### src/rtl/mux_arb_pkg.sv
// Shared definitions for the two-channel round-robin arbiter.
// Contents:
//   state_t  - arbiter lock state (IDLE / LOCK0 / LOCK1; 2'd3 is illegal
//              and is steered back to IDLE by the arbiter)
//   CH0/CH1  - channel IDs, also used as mux select values
package mux_arb_pkg;

  typedef enum logic [1:0] {
    IDLE  = 2'd0,
    LOCK0 = 2'd1,
    LOCK1 = 2'd2
  } state_t;

  localparam logic CH0 = 1'b0;
  localparam logic CH1 = 1'b1;

endpackage

### src/rtl/mux2_bus.sv
// DATA_W-wide 2:1 multiplexer carrying the granted beat toward the
// arbiter's output slot.
// Ports:
//   i0, i1 - candidate beats from channel 0 / channel 1
//   s      - select (0 = i0, 1 = i1)
//   out    - selected beat
module mux2_bus #(
  parameter int DATA_W = 8
) (
  input  logic [DATA_W-1:0] i0,
  input  logic [DATA_W-1:0] i1,
  input  logic              s,
  output logic [DATA_W-1:0] out
);

  assign out = s ? i1 : i0;

endmodule

### src/rtl/mux_rr_arbiter.sv
// Two-channel round-robin arbiter with packet locking. It drives the select
// of the 2:1 data mux and captures the granted beat into one registered
// output slot tagged with its source channel.
// Ports:
//   clk, rst                        - clock, async active-high reset
//   in0_* / in1_*                   - valid/ready input streams (data, last)
//   s                               - combinational mux select (current grant)
//   out_data/out_valid/out_last/out_src - registered output slot
//   out_ready                       - downstream accepts the held beat
module mux_rr_arbiter
  import mux_arb_pkg::*;
#(
  parameter int DATA_W = 8
) (
  input  logic              clk,
  input  logic              rst,
  input  logic [DATA_W-1:0] in0_data,
  input  logic              in0_valid,
  input  logic              in0_last,
  output logic              in0_ready,
  input  logic [DATA_W-1:0] in1_data,
  input  logic              in1_valid,
  input  logic              in1_last,
  output logic              in1_ready,
  output logic              s,
  output logic [DATA_W-1:0] out_data,
  output logic              out_valid,
  output logic              out_last,
  output logic              out_src,
  input  logic              out_ready
);

  state_t            state_r;
  logic              ptr_r;          // channel that won most recently at packet end
  logic              grant_valid_s;  // a granted channel has a beat present
  logic              grant_ch_s;
  logic              load_en_s;
  logic              accept_s;
  logic              sel_last_s;
  logic [DATA_W-1:0] sel_data_s;

  // The slot can take a new beat when empty or when it drains this cycle.
  assign load_en_s = !out_valid | out_ready;

  // Grant selection: free arbitration in IDLE, fixed channel while locked.
  always_comb begin
    grant_valid_s = 1'b0;
    grant_ch_s    = ptr_r;
    case (state_r)
      IDLE: begin
        if (in0_valid && in1_valid) begin
          grant_valid_s = 1'b1;
          grant_ch_s    = ~ptr_r;
        end else if (in0_valid) begin
          grant_valid_s = 1'b1;
          grant_ch_s    = CH0;
        end else if (in1_valid) begin
          grant_valid_s = 1'b1;
          grant_ch_s    = CH1;
        end else begin
          grant_valid_s = 1'b0;
          grant_ch_s    = ptr_r;
        end
      end
      LOCK0: begin
        grant_valid_s = in0_valid;
        grant_ch_s    = CH0;
      end
      LOCK1: begin
        grant_valid_s = in1_valid;
        grant_ch_s    = CH1;
      end
      default: begin
        grant_valid_s = 1'b0;
        grant_ch_s    = ptr_r;
      end
    endcase
  end

  assign s = grant_ch_s;

  // Readies are held low during reset so no beat is consumed and then lost.
  assign in0_ready = !rst & load_en_s & grant_valid_s & (grant_ch_s == CH0);
  assign in1_ready = !rst & load_en_s & grant_valid_s & (grant_ch_s == CH1);
  assign accept_s  = in0_ready | in1_ready;

  assign sel_last_s = s ? in1_last : in0_last;

  mux2_bus #(
    .DATA_W (DATA_W)
  ) u_mux (
    .i0  (in0_data),
    .i1  (in1_data),
    .s   (s),
    .out (sel_data_s)
  );

  // Output slot: load the granted beat on accept, empty it on an idle drain.
  always_ff @(posedge clk or posedge rst) begin
    if (rst) begin
      out_valid <= 1'b0;
      out_data  <= {DATA_W{1'b0}};
      out_last  <= 1'b0;
      out_src   <= 1'b0;
    end else if (load_en_s) begin
      out_valid <= accept_s;
      if (accept_s) begin
        out_data <= sel_data_s;
        out_last <= sel_last_s;
        out_src  <= grant_ch_s;
      end
    end
  end

  // Lock FSM and priority pointer; the pointer moves only at packet end.
  always_ff @(posedge clk or posedge rst) begin
    if (rst) begin
      state_r <= IDLE;
      ptr_r   <= CH1;
    end else begin
      case (state_r)
        IDLE: begin
          if (accept_s) begin
            if (sel_last_s) begin
              ptr_r <= grant_ch_s;
            end else begin
              state_r <= (grant_ch_s == CH1) ? LOCK1 : LOCK0;
            end
          end
        end
        LOCK0, LOCK1: begin
          if (accept_s && sel_last_s) begin
            state_r <= IDLE;
            ptr_r   <= grant_ch_s;
          end
        end
        default: begin
          state_r <= IDLE;
        end
      endcase
    end
  end

endmodule

### config.mk
export PLATFORM = sky130hd
export DESIGN_NAME = mux_rr_arbiter
export DESIGN_NICKNAME = d
export VERILOG_FILES = /design/src/rtl/mux_arb_pkg.sv /design/src/rtl/mux2_bus.sv /design/src/rtl/mux_rr_arbiter.sv
export SDC_FILE = /design/constraint.sdc
export NUM_CORES = 1
export LEC_CHECK = 0
export CORE_ASPECT_RATIO = 1.1
export CORE_UTILIZATION = 38
export DETAILED_ROUTE_END_ITERATION = 12
export PLACE_DENSITY = 0.75
export SYNTH_ARGS = -nofsm -noshare
export SYNTH_HDL_FRONTEND = slang
export SYNTH_HIERARCHICAL = 1
export SYNTH_SLANG_ARGS = --single-unit
### constraint.sdc
create_clock -name clk -period 2.2 [get_ports clk]
set_clock_uncertainty 0.1 [all_clocks]
set_input_delay 0.22 -clock clk [delete_from_list [all_inputs] [get_ports clk]]
set_output_delay 0.22 -clock clk [all_outputs]
set_load 0.02 [all_outputs]
==> impl_metrics.py, run 1 <==
metrics = {
    "hold_path": {
        "hold_path.class": "in -> async",
    },
    "clock_network": {
        "postCtsHoldBufs": 0,
        "cts.sinks": 14,
        "clk_root_buffer_cell": "clkbuf_4",
        "cts_tree": "done",
        "htree_levels": 1,
        "clk_pin_slew_worst_paths_ns": 0.10,
        "cts.path.max_buffers": 2,
        "numCtsBuffers": 3,
        "clk_latency_ns": 0.28,
    },
    "floorplan": {
        "die_area_sq_mm": 0.00253,
        "start_util_pct": 42.1,
        "die_w_microns": 48.0,
        "num_rows": 17,
        "core_sq_mm": 0.00211,
        "die_height_microns": 52.6,
        "design.portCount": 37,
    },
    "sta": {
        "hold_viol": 0,
        "finalSetupViolCount": 6,
        "period_needed_ns": 2.21,
        "fmax_mhz": 452,
        "drv_slew": 0,
        "tightest_slew_ns": 0.569,
        "grt_setup_unrepaired": "true",
        "whs_ns": 0.307,
        "fin_tns_setup_ns": -0.0532,
        "slew_headroom_pct": 62.0,
        "min_period_over_period_pct": 101,
        "worst_slack_ns": -0.0137,
    },
    "global_route": {
        "grt_pass1_wl_microns": 3750,
        "grt_use_total_pct": 21.1,
        "grt_max_degree": 15,
        "grt-ovfl-total": 0,
        "grt_pass1_vias": 890,
        "grt_antenna_before_repair": 0,
    },
    "detailed_routing": {
        "dr_wl_met3_microns": 143,
        "wl_met2_microns": 1480,
        "ant_nets": 0,
        "avgViaCountPerCell": 5.26,
        "drc": 0,
        "detail_route.wirelength_microns": 2670,
        "wl_per_cell_microns": 16.1,
        "drtPass1Iterations": 4,
        "route.layer.met1.wl_microns": 970,
        "top_layer": "met4",
        "via_count": 873,
        "drtIter0Drc": 10,
    },
    "placement": {
        "gp_congestion": 0.832,
        "io_buffers": 36,
        "dpl.hpwl_microns": 1680,
        "pre_cts_slack_ns": -0.163,
        "post-place-cells": 152,
    },
    "pwr": {
        "peakVddDrop_mv": 1.00,
        "leakage_nw": 0.723,
        "p_per_area_mw_per_mm2": 1620,
    },
    "yosys": {
        "synth_flop_cell": "dfrtp_1",
        "syn_avg_cell_area_sq_um": 11.5,
        "synth_cells": 77,
        "async_reset_ff_share_pct": 100,
        "syn_nets": 104,
        "ys_types": 31,
        "ys_top_cells_by_area": "dfrtp_1, mux2_4, mux2_2",
        "ys_ff_latch": 14,
        "ys_warn_count": 6,
        "syn_area_sq_um": 886,
        "yosysTopAreaCellShare_pct": 36.7,
        "synth-seq-area-share_pct": 39.7,
        "synth_top_cell_by_area": "dfrtp_1",
        "synth-edff-count": 0,
    },
    "job": {
        "max_cap_violations": 0,
    },
    "outcome": {
        "violations": "negative setup slack",
        "outcome": "finished, violations left",
    },
    "final_layout": {
        "mostFrequentLayoutCell": "clkdlybuf4s50_1",
        "area_growth_pct": 92.5,
        "nNetsFinal": 166,
        "finalNonFillerCells": 166,
        "drive_above_1_share_pct": 50.7,
        "final_cell_mix": "clkdlybuf4s50_1, buf_4, mux2_4",
        "diodes": 0,
        "n_fill_cell": 128,
    },
    "critical_path": {
        "critPathArrivalTime_ns": 2.29,
        "worstSetupPathType": "reg -> reg",
        "critPathLaunchType": "flip-flop",
        "required_ns": 2.28,
        "cp_max_fo": 5,
        "setup.worst_path.end_class": "flip-flop",
    },
}
## through the flow
stage | util [%] | instance area [sq um] | power (mW)
2_1_floorplan | - | 905 | 1.39
5_1_grt | 81.0 | 1710 | 2.89
3_5_place_dp | 65.6 | 1380 | 1.96
6_report | 81.0 | 1710 | 2.76
3_3_place_gp | 65.6 | 1380 | 1.92
4_1_cts | 69.8 | 1470 | 2.27
## path summary, 6_finish.rpt
kind / startpoint / endpoint / slack [ns] / cells past startpoint
worst min register to register: out_data[4] / out_data[4] / 0.42 / 1
worst max-delay path: state_r[1] / out_data[5] / -0.01 / 8
min in group clk: out_data[4] / out_data[4] / 0.42 / 1
max in group asynchronous: rst / ptr_r / 1.31 / 2
worst min-delay path: rst / out_last / 0.31 / 2
worst max register to register: state_r[1] / out_data[5] / -0.01 / 8
## cells in the mapped netlist, drive strengths merged (2+ instances only)
cell type and n:
dfrtp 13, buf 3, inv 5, a21oi 5, o21ai 4, mux2 17
nor2b 2, nand2 4, nor2 5, ha 4
## metal layers
layer	vias up	global-route usage, %
met5	-	0
met4	0	5.56
met3	10	4.14
met2	36	39.4
met1	425	23.1
li1	402	-
## sequential cells by signal, indices dropped and copies added, names as in the netlist
signal and count:
state_r 2, ptr_r 1, out_data 8, out_valid 1
out_last 1, out_src 1
## worst max-delay path: stages, from the launching register on
cell	delay [ns]
dfrtp_1	0.42
buf_6	0.14
ha_4	0.17
buf_6	0.11
a32oi_4	0.29
nand2_4	0.15
clkbuf_16	0.19
mux2_4	0.29
mux2_2	0.26
## report_power, final
part	internal, mW	switching [mW]
logic	1.21	0.910
clock network	0.0703	0.0869
registers	0.398	0.0843
## logic make-up after synthesis
| kind of cell | Yosys count | share of synthesized area (%) |
|---|---|---|
| AO/OA/AOI/OAI | 15 | 13.4 |
| adder cells (fa/ha/maj) | 4 | 5.65 |
| buffers and inverters | 8 | 4.80 |
| flip-flops | 14 | 39.7 |
| multiplexers | 17 | 25.0 |
| AND/OR/NAND/NOR | 19 | 11.4 |
## layout make-up
type | instances | area [sq um] | area share, %
multi-input cells | 55 | 673 | 39.5
repair buffers | 60 | 601 | 35.2
flip-flops and latches | 14 | 352 | 20.6
well taps | 28 | 35.0 | 2.05
clock buffers | 4 | 26.3 | 1.54
inverters | 5 | 18.8 | 1.10
## what timing repair did
action | 4_1_cts | 5_1_grt
gates resized for setup | 28 | 33
setup buffers | 2 | 7
cloned | 0 | 1
endpoints found under the setup margin | 14 | 14
pin swaps | 3 | 13
No activity file was read; power rests on OpenSTA's default activity.
==> inputs of run 2 (changes only) <==
- HOLD_SLACK_MARGIN: unset -> 0.1
==> results of run 2 <==
The final DEF is identical to that of run 1; final timing and power are the same.
